## src/rtl/stream_fifo_pkg.sv

```systemverilog
// Shared constants and helpers for the parametrised stream FIFO.
package stream_fifo_pkg;

  // Read-mode selectors for the FWFT parameter.
  localparam int FIFO_MODE_STD  = 0;
  localparam int FIFO_MODE_FWFT = 1;

  // Ceiling log2. Passing DEPTH+1 gives the bit width needed to hold
  // an occupancy of 0..DEPTH.
  function automatic int fifo_clog2(input int value);
    int result;
    int remaining;
    result    = 0;
    remaining = value - 1;
    while (remaining > 0) begin
      result    = result + 1;
      remaining = remaining >> 1;
    end
    return result;
  endfunction

endpackage

```

## src/rtl/stream_fifo_ram.sv

```systemverilog
// Simple dual-port storage array: one write port, one read port.
// In FWFT mode the read is asynchronous so the head word is visible at
// once. In standard mode the read is registered, with an enable, so the
// array maps onto block RAM with its output register.
import stream_fifo_pkg::*;

module stream_fifo_ram #(
  parameter int DATA_WIDTH = 32,
  parameter int ADDR_WIDTH = 6,
  parameter int FWFT       = FIFO_MODE_FWFT
) (
  input  logic                  clk,
  input  logic                  rst_n,
  input  logic                  wr_en,
  input  logic [ADDR_WIDTH-1:0] wr_addr,
  input  logic [DATA_WIDTH-1:0] wr_data,
  input  logic                  rd_en,
  input  logic [ADDR_WIDTH-1:0] rd_addr,
  output logic [DATA_WIDTH-1:0] rd_data
);

  localparam int DEPTH = 2 ** ADDR_WIDTH;

  logic [DATA_WIDTH-1:0] mem [DEPTH];

  // Write port; contents are never cleared so the array stays a plain RAM.
  always_ff @(posedge clk) begin
    if (wr_en) begin
      mem[wr_addr] <= wr_data;
    end
  end

  generate
    if (FWFT == FIFO_MODE_FWFT) begin : g_fwft_read
      // The read enable and reset have no role with an asynchronous read.
      logic unused_ctrl;
      assign unused_ctrl = rst_n ^ rd_en;
      assign rd_data     = mem[rd_addr];
    end else begin : g_std_read
      logic [DATA_WIDTH-1:0] rd_data_reg;

      // Registered read: the word appears the cycle after the enable and
      // holds until the next enabled read.
      always_ff @(posedge clk) begin
        if (!rst_n) begin
          rd_data_reg <= '0;
        end else if (rd_en) begin
          rd_data_reg <= mem[rd_addr];
        end
      end

      assign rd_data = rd_data_reg;
    end
  endgenerate

endmodule

```

## src/rtl/stream_fifo_param.sv

```systemverilog
// Parametrised single-clock stream FIFO with if_write/if_full_n and
// if_read/if_empty_n handshakes, occupancy count, threshold flags,
// synchronous flush and sticky overflow/underflow indications.
import stream_fifo_pkg::*;

module stream_fifo_param #(
  parameter int DATA_WIDTH = 32,
  parameter int ADDR_WIDTH = 6,
  parameter int FWFT       = FIFO_MODE_FWFT,
  parameter int AF_LEVEL   = (2 ** ADDR_WIDTH) - 2,
  parameter int AE_LEVEL   = 1
) (
  input  logic                  ap_clk,
  input  logic                  ap_rst_n,
  input  logic                  flush,
  input  logic                  if_write_ce,
  input  logic                  if_write,
  input  logic [DATA_WIDTH-1:0] if_din,
  output logic                  if_full_n,
  input  logic                  if_read_ce,
  input  logic                  if_read,
  output logic [DATA_WIDTH-1:0] if_dout,
  output logic                  if_empty_n,
  output logic [ADDR_WIDTH:0]   usedw,
  output logic                  almost_full,
  output logic                  almost_empty,
  output logic                  overflow,
  output logic                  underflow
);

  localparam int DEPTH = 2 ** ADDR_WIDTH;
  localparam int CW    = fifo_clog2(DEPTH + 1);

  localparam logic [CW-1:0] DEPTH_CNT = CW'(DEPTH);
  localparam logic [CW-1:0] AF_CNT    = CW'(AF_LEVEL);
  localparam logic [CW-1:0] AE_CNT    = CW'(AE_LEVEL);

  // Threshold legality is reported while elaborating.
  generate
    if (AF_LEVEL < 1 || AF_LEVEL > DEPTH) begin : g_bad_af_level
      $error("stream_fifo_param: AF_LEVEL %0d outside 1..%0d", AF_LEVEL, DEPTH);
    end
    if (AE_LEVEL < 0 || AE_LEVEL > DEPTH - 1) begin : g_bad_ae_level
      $error("stream_fifo_param: AE_LEVEL %0d outside 0..%0d", AE_LEVEL, DEPTH - 1);
    end
  endgenerate

  // Registered state.
  logic [ADDR_WIDTH-1:0] wptr_reg, wptr_next;
  logic [ADDR_WIDTH-1:0] rptr_reg, rptr_next;
  logic [CW-1:0]         count_reg, count_next;
  logic                  full_n_reg;
  logic                  empty_n_reg;
  logic                  almost_full_reg;
  logic                  almost_empty_reg;
  logic                  overflow_reg;
  logic                  underflow_reg;

  // Handshake qualification against this cycle's registered flags.
  logic wr_try, rd_try;
  logic wr_acc, rd_acc;
  logic ram_wr_en, ram_rd_en;
  logic [DATA_WIDTH-1:0] ram_rd_data;

  assign wr_try = if_write & if_write_ce;
  assign rd_try = if_read & if_read_ce;
  assign wr_acc = wr_try & full_n_reg;
  assign rd_acc = rd_try & empty_n_reg;

  // Reset and flush both drop any transfer requested in the same cycle.
  assign ram_wr_en = wr_acc & ap_rst_n & ~flush;
  assign ram_rd_en = rd_acc & ap_rst_n & ~flush;

  // Next pointer and occupancy values; a simultaneous read and write
  // leaves the count unchanged while both pointers advance.
  always_comb begin
    wptr_next  = wptr_reg;
    rptr_next  = rptr_reg;
    count_next = count_reg;
    if (wr_acc) begin
      wptr_next = wptr_reg + 1'b1;
    end
    if (rd_acc) begin
      rptr_next = rptr_reg + 1'b1;
    end
    case ({wr_acc, rd_acc})
      2'b10:   count_next = count_reg + 1'b1;
      2'b01:   count_next = count_reg - 1'b1;
      default: count_next = count_reg;
    endcase
  end

  // State register: reset wins over flush, flush wins over transfers.
  // Flags are computed from the next count so they settle one cycle
  // after the transfer that moved them.
  always_ff @(posedge ap_clk) begin
    if (!ap_rst_n || flush) begin
      wptr_reg         <= '0;
      rptr_reg         <= '0;
      count_reg        <= '0;
      full_n_reg       <= 1'b1;
      empty_n_reg      <= 1'b0;
      almost_full_reg  <= 1'b0;
      almost_empty_reg <= 1'b1;
      overflow_reg     <= 1'b0;
      underflow_reg    <= 1'b0;
    end else begin
      wptr_reg         <= wptr_next;
      rptr_reg         <= rptr_next;
      count_reg        <= count_next;
      full_n_reg       <= (count_next != DEPTH_CNT);
      empty_n_reg      <= (count_next != '0);
      almost_full_reg  <= (count_next >= AF_CNT);
      almost_empty_reg <= (count_next <= AE_CNT);
      overflow_reg     <= overflow_reg | (wr_try & ~full_n_reg);
      underflow_reg    <= underflow_reg | (rd_try & ~empty_n_reg);
    end
  end

  stream_fifo_ram #(
    .DATA_WIDTH (DATA_WIDTH),
    .ADDR_WIDTH (ADDR_WIDTH),
    .FWFT       (FWFT)
  ) u_ram (
    .clk     (ap_clk),
    .rst_n   (ap_rst_n),
    .wr_en   (ram_wr_en),
    .wr_addr (wptr_reg),
    .wr_data (if_din),
    .rd_en   (ram_rd_en),
    .rd_addr (rptr_reg),
    .rd_data (ram_rd_data)
  );

  generate
    if (FWFT == FIFO_MODE_FWFT) begin : g_fwft_out
      // Head word is shown only while data is available, so an empty
      // FIFO presents zero rather than a stale RAM word.
      assign if_dout = empty_n_reg ? ram_rd_data : '0;
    end else begin : g_std_out
      assign if_dout = ram_rd_data;
    end
  endgenerate

  assign if_full_n    = full_n_reg;
  assign if_empty_n   = empty_n_reg;
  assign usedw        = count_reg;
  assign almost_full  = almost_full_reg;
  assign almost_empty = almost_empty_reg;
  assign overflow     = overflow_reg;
  assign underflow    = underflow_reg;

endmodule

```

## config.mk

```make
export PLATFORM = sky130hd
export DESIGN_NAME = stream_fifo_param
export DESIGN_NICKNAME = d
export VERILOG_FILES = /design/src/rtl/stream_fifo_pkg.sv /design/src/rtl/stream_fifo_ram.sv /design/src/rtl/stream_fifo_param.sv
export SDC_FILE = /design/constraint.sdc
export NUM_CORES = 2
export LEC_CHECK = 0
export ABC_CLOCK_PERIOD_IN_PS = 3490
export BUFFER_PORTS_ARGS = -buffer_cell sky130_fd_sc_hd__buf_2
export CAP_MARGIN = 15
export CORE_UTILIZATION = 35
export CTS_CLUSTER_DIAMETER = 100
export DETAILED_ROUTE_END_ITERATION = 6
export SYNTH_ARGS = -nofsm -noshare
export SYNTH_HDL_FRONTEND = slang
export SYNTH_SLANG_ARGS = --single-unit
```

## constraint.sdc

```tcl
create_clock -name ap_clk -period 3.49 [get_ports ap_clk]
set_input_delay 0.349 -clock ap_clk [delete_from_list [all_inputs] [get_ports ap_clk]]
set_output_delay 0.349 -clock ap_clk [all_outputs]
set_load 0.02 [all_outputs]
```

==> summary.md <==
The worst hold path was traced through 4 stages. The root buffer cell chosen for the clock tree is sky130_fd_sc_hd__clkbuf_16. The finished cells cover 96700 um2.

The final net count was 4000. Most used routing layer in global routing: met2. In the global route stage, met2 resource usage came out at 31.9%. The tools report the antenna diode count as 0. The tools report the largest net degree at the start of global routing as 65.

The first-pass iteration count of the detailed router was 5. The tools report the cell count after synthesis as 3407. The largest fanout of any net on the critical path is 7. The depth of the most critical reg-to-reg path was 11; the via count of the first global-routing pass was 39600.

For the worst setup path, the data arrival time is 3.51 ns. The fmax is 0.259 GHz. The chip width was 479 um.

For the max-slew violation count, the log shows 0. The flow ran to the end, but the final reports show violations. The largest voltage drop on the vdd net was 0.545 mV. TritonCTS built the clock tree. The tools report the post-layout utilization of the core as 42.9%.

The number of placed I/O pins is 84, and the shortest clock period the worst path allows after layout is 3.86 ns. In the routed design, unresolved DRC markers number 0. The run gives 0 as the total of warnings raised by yosys.

For this run, the register share of the synthesized area comes to 77.9%. The mean routed wirelength per cell was 32.5 um; the switching power was 9980 uW. The number of antenna violations at the first check in global routing came out at 11. Of all flip-flops after synthesis, the portion carrying an async set or reset was 0%. The number of cell rows came out at 174. The beginning of the worst register-to-register path is if_empty_n$_SDFF_PP0_.

Mean area per synthesized cell: 23.4 um2. The fraction of met1 tracks used by global routing was 27.3%. In this run the critical register-to-register path is captured at almost_full$_SDFF_PP0_. The routed layout has 40200 vias. The logs give 0.86 ns for the clock network latency to the later pin of the worst-skew pair and 0.0502 ns for the final worst clock skew.

The number of nets in the synthesized netlist is 3451. The headroom to the max-slew limit came out at 21.7%. The initial utilization of the core area, before any placement, comes to 35.4%.

The area growth from synthesis to layout is 21.3%. The floorplan step defined a die boundary enclosing 230000 um2. The cell area power density is 514 nW/um2. Setup violations remaining at the end of the flow were counted as 32. The worst setup path is captured at an output port. By startpoint and endpoint, the worst setup path is classified as reg2out.

The startpoint identified for the worst hold timing path is if_read. The tools report the worst reg-to-reg setup slack as 0.62 ns. The largest individual stage delay along the critical path comes from the cell sky130_fd_sc_hd__mux4_2.

The H-tree was split into 4 levels. No sink is reached through more buffers than the 3 on the longest clock path. Clock tree synthesis inserted a total of 204 buffers. Summed over all cells, the static leakage comes to 0.0293 uW.

The tools report the met3 usage as 3.61%. The register with the most flip-flops in the layout has 2048 of them. The setup slack after layout is -0.366 ns.

The first global-routing pass estimated 315 mm of wire. The mapped cell area is 79700 um2. On the worst path, the slowest cell contributes a delay of 0.50 ns. After synthesis, the cell types taking the most area are sky130_fd_sc_hd__edfxtp_1 77%, sky130_fd_sc_hd__mux4_2 16%, sky130_fd_sc_hd__mux2i_1 0.92%. The worst hold path belongs to the class in2reg.

At the pin with the least slew margin, the transition time is 1.17 ns. Of the total power, combinational logic draws 1.4%. The top cell type by area accounts for 77.1% of the synthesized area. Largest register by flop count: u_ram.mem.

The count of nets left with antenna violations once routing finished came out at 0. Setup repair after global routing could not meet its margin everywhere. Global routing consumed, over all layers together, 19.7% of the routing resources. After detailed placement, the total cell area comes to 86600 um2. The library cell occupying the most area in the post-synthesis netlist was sky130_fd_sc_hd__edfxtp_1. During placement, the flow inserted port buffers numbering 83. The initial DRC count is 5462. Global routing finished with a remaining overflow of 0.

At the worst endpoint, the required time is 3.14 ns. The signal on the critical path passes through buf_12 -> buf_12 -> buf_16 -> buf_8 -> buf_6 -> mux4_2 -> mux4_2 -> a221o_2 -> buf_6. For this block, the routed nets add up to 232 mm of wire. Placeable core region: 226000 um2. STA classifies the critical path startpoint as a flop. Die extent in y: 479 um. In this run switching power makes up 20.1% of total power. Summed over all nets, the half-perimeter wirelength after detailed placement is 127 mm.

In the routed layout, each cell is associated on average with a via count of 5.64. Number of hold violations in the final report: 0. For the count of max-cap constraint violations, the log shows 0. In the synthesized netlist the dominant register cell turns out to be sky130_fd_sc_hd__edfxtp_1. The checks that failed: negative setup slack. The clock sink count is 2079, and the clock edge transition at the registers on the reported setup and hold paths is 0.06 ns. The proportion of power drawn by flip-flops and latches came out at 55.2%. Routability-driven placement finished with a final weighted congestion of 0.790.

The share of power burned in the clock network was 43.4%; the number of synthesized flops with an enable pin was 2048. Cells with a size suffix above 1 make up 38.3% of the layout. Internal power comes to 39700 uW. The count of unique library cells instantiated by Yosys came out at 57. The final critical-path share of the clock period was 110%.

After synthesis the netlist holds a flip-flop and latch count of 2079. In the final timing run, aggregate negative setup slack is -8.08 ns.
routing by layer:
metal  vias to the layer above  part of all wire [%]  routed length, um
met1                     22100                    40              92700
li1                      15800                     -                  -
met3                       338                   8.6              20000
met5                         -                 0.025                 58
met4                        10                   2.5               5900
met2                      1946                    49             113000
worst max-delay path by stage:
stage / slack, ns / cells past startpoint / startpoint / endpoint
2_1_floorplan: 0.18 / 13 / if_empty_n$_SDFF_PP0_ / almost_full$_SDFF_PP0_
3_3_place_gp: -0.11 / 8 / flop / if_dout[5]
3_5_place_dp: 0.13 / 8 / flop / if_dout[31]
4_1_cts: -0.43 / 9 / flop / if_dout[24]
5_1_grt: -0.43 / 9 / flop / if_dout[7]
6_report: -0.37 / 9 / flop / if_dout[7]
critical path, delay by kind of cell, from the launching register on:
kind                   cells  cell delay [ns]
AO/OA/AOI/OAI              1             0.44
buffers and inverters      6             0.81
flip-flops                 1             0.40
multiplexers               2             0.99
timing repair:
action,in CTS,in global routing
buffers inserted,66,73
cloned,17,18
hold endpoints to repair,5,20
gates resized for setup,165,195
endpoints found under the setup margin,32,32
hold buffers,6,1
pin swaps,20,62
synth_stat cells, types with 3 or more instances:
cell type                   count
sky130_fd_sc_hd__or2_2          5
sky130_fd_sc_hd__a21oi_1       35
sky130_fd_sc_hd__a222oi_1       3
sky130_fd_sc_hd__nor2_1       115
sky130_fd_sc_hd__mux2_2         5
sky130_fd_sc_hd__clkbuf_1      44
sky130_fd_sc_hd__a221o_1       14
sky130_fd_sc_hd__inv_1          9
sky130_fd_sc_hd__buf_4         34
sky130_fd_sc_hd__ha_1           5
sky130_fd_sc_hd__a31oi_1        5
sky130_fd_sc_hd__nand2_1       37
sky130_fd_sc_hd__nor3_1        14
sky130_fd_sc_hd__xnor2_1        5
sky130_fd_sc_hd__or3_1          3
sky130_fd_sc_hd__buf_1         19
sky130_fd_sc_hd__a211oi_1      54
sky130_fd_sc_hd__mux4_2       575
sky130_fd_sc_hd__nand4_1        3
sky130_fd_sc_hd__a22oi_1       18
sky130_fd_sc_hd__o21ai_0       10
sky130_fd_sc_hd__nand2b_1      10
sky130_fd_sc_hd__buf_6          8
sky130_fd_sc_hd__edfxtp_1    2048
sky130_fd_sc_hd__dfxtp_1       31
sky130_fd_sc_hd__nand3_1       22
sky130_fd_sc_hd__xor2_1        12
sky130_fd_sc_hd__nor2b_1       49
sky130_fd_sc_hd__a2111oi_0     15
sky130_fd_sc_hd__o22ai_1        6
sky130_fd_sc_hd__buf_2         80
sky130_fd_sc_hd__o211ai_1       8
sky130_fd_sc_hd__and2_1         3
sky130_fd_sc_hd__mux2i_1       73
power groups by stage:
stage	clock (uW)	combinational [uW]	sequential, uW
floorplan	0	155	28000
global placement	0	601	28000
detailed placement	0	631	28000
CTS	21900	671	27400
global route	22900	770	27400
finish	21600	715	27400
through the flow:
step	hold WS [ns]	setup WS [ns]	std cells	total power, uW
after detailed placement	0.457	0.128	6575	28600
final	0.0869	-0.366	7122	49700
after CTS	0.0203	-0.429	7041	50000
after global placement	0.452	-0.106	6574	28600
after floorplan	0.448	0.179	3407	28100
after global routing	0.0901	-0.434	7122	51000
cell usage in the layout (no fill, tap or decap), types with 6 or more instances in the layout:
master / n
sky130_fd_sc_hd__nand2b_1: 10
sky130_fd_sc_hd__buf_6: 57
sky130_fd_sc_hd__nand2_1: 28
sky130_fd_sc_hd__xor2_1: 12
sky130_fd_sc_hd__clkinv_1: 45
sky130_fd_sc_hd__mux4_2: 575
sky130_fd_sc_hd__nor3_4: 6
sky130_fd_sc_hd__dfxtp_1: 26
sky130_fd_sc_hd__a211oi_1: 29
sky130_fd_sc_hd__clkbuf_16: 229
sky130_fd_sc_hd__inv_1: 8
sky130_fd_sc_hd__a2111oi_1: 6
sky130_fd_sc_hd__nand2_2: 9
sky130_fd_sc_hd__clkinv_2: 36
sky130_fd_sc_hd__a221o_1: 13
sky130_fd_sc_hd__mux2i_1: 65
sky130_fd_sc_hd__nor2_4: 73
sky130_fd_sc_hd__buf_8: 12
sky130_fd_sc_hd__buf_12: 106
sky130_fd_sc_hd__a22oi_2: 13
sky130_fd_sc_hd__mux2i_2: 6
sky130_fd_sc_hd__a211oi_2: 22
sky130_fd_sc_hd__nor2_1: 38
sky130_fd_sc_hd__bufinv_16: 13
sky130_fd_sc_hd__buf_2: 56
sky130_fd_sc_hd__dlygate4sd3_1: 7
sky130_fd_sc_hd__a21oi_2: 13
sky130_fd_sc_hd__o211ai_1: 8
sky130_fd_sc_hd__clkbuf_1: 55
sky130_fd_sc_hd__nor2b_1: 45
sky130_fd_sc_hd__nand3_1: 18
sky130_fd_sc_hd__buf_16: 30
sky130_fd_sc_hd__edfxtp_1: 2048
sky130_fd_sc_hd__buf_4: 240
sky130_fd_sc_hd__a21oi_1: 20
cell type report:
cell class | instances | area (um2)
Sequential cell | 2079 | 62100
Inverter | 9 | 33.8
Tap cell | 2992 | 3740
Clock inverter | 112 | 995
Multi-Input combinational cell | 1134 | 17900
Clock buffer | 268 | 5530
Fill cell | 19200 | 129000
Timing Repair Buffer | 528 | 6420
cells by family after synthesis:
logic type | after synthesis | synth area share, %
flops | 2079 | 77.9
mux | 653 | 17.2
simple gates | 273 | 1.64
buf+inv | 194 | 1.27
compound gates | 185 | 1.67
xor+xnor | 18 | 0.215
fa+ha+maj | 5 | 0.0784
Note: power is estimated with default switching activity, not from simulation.
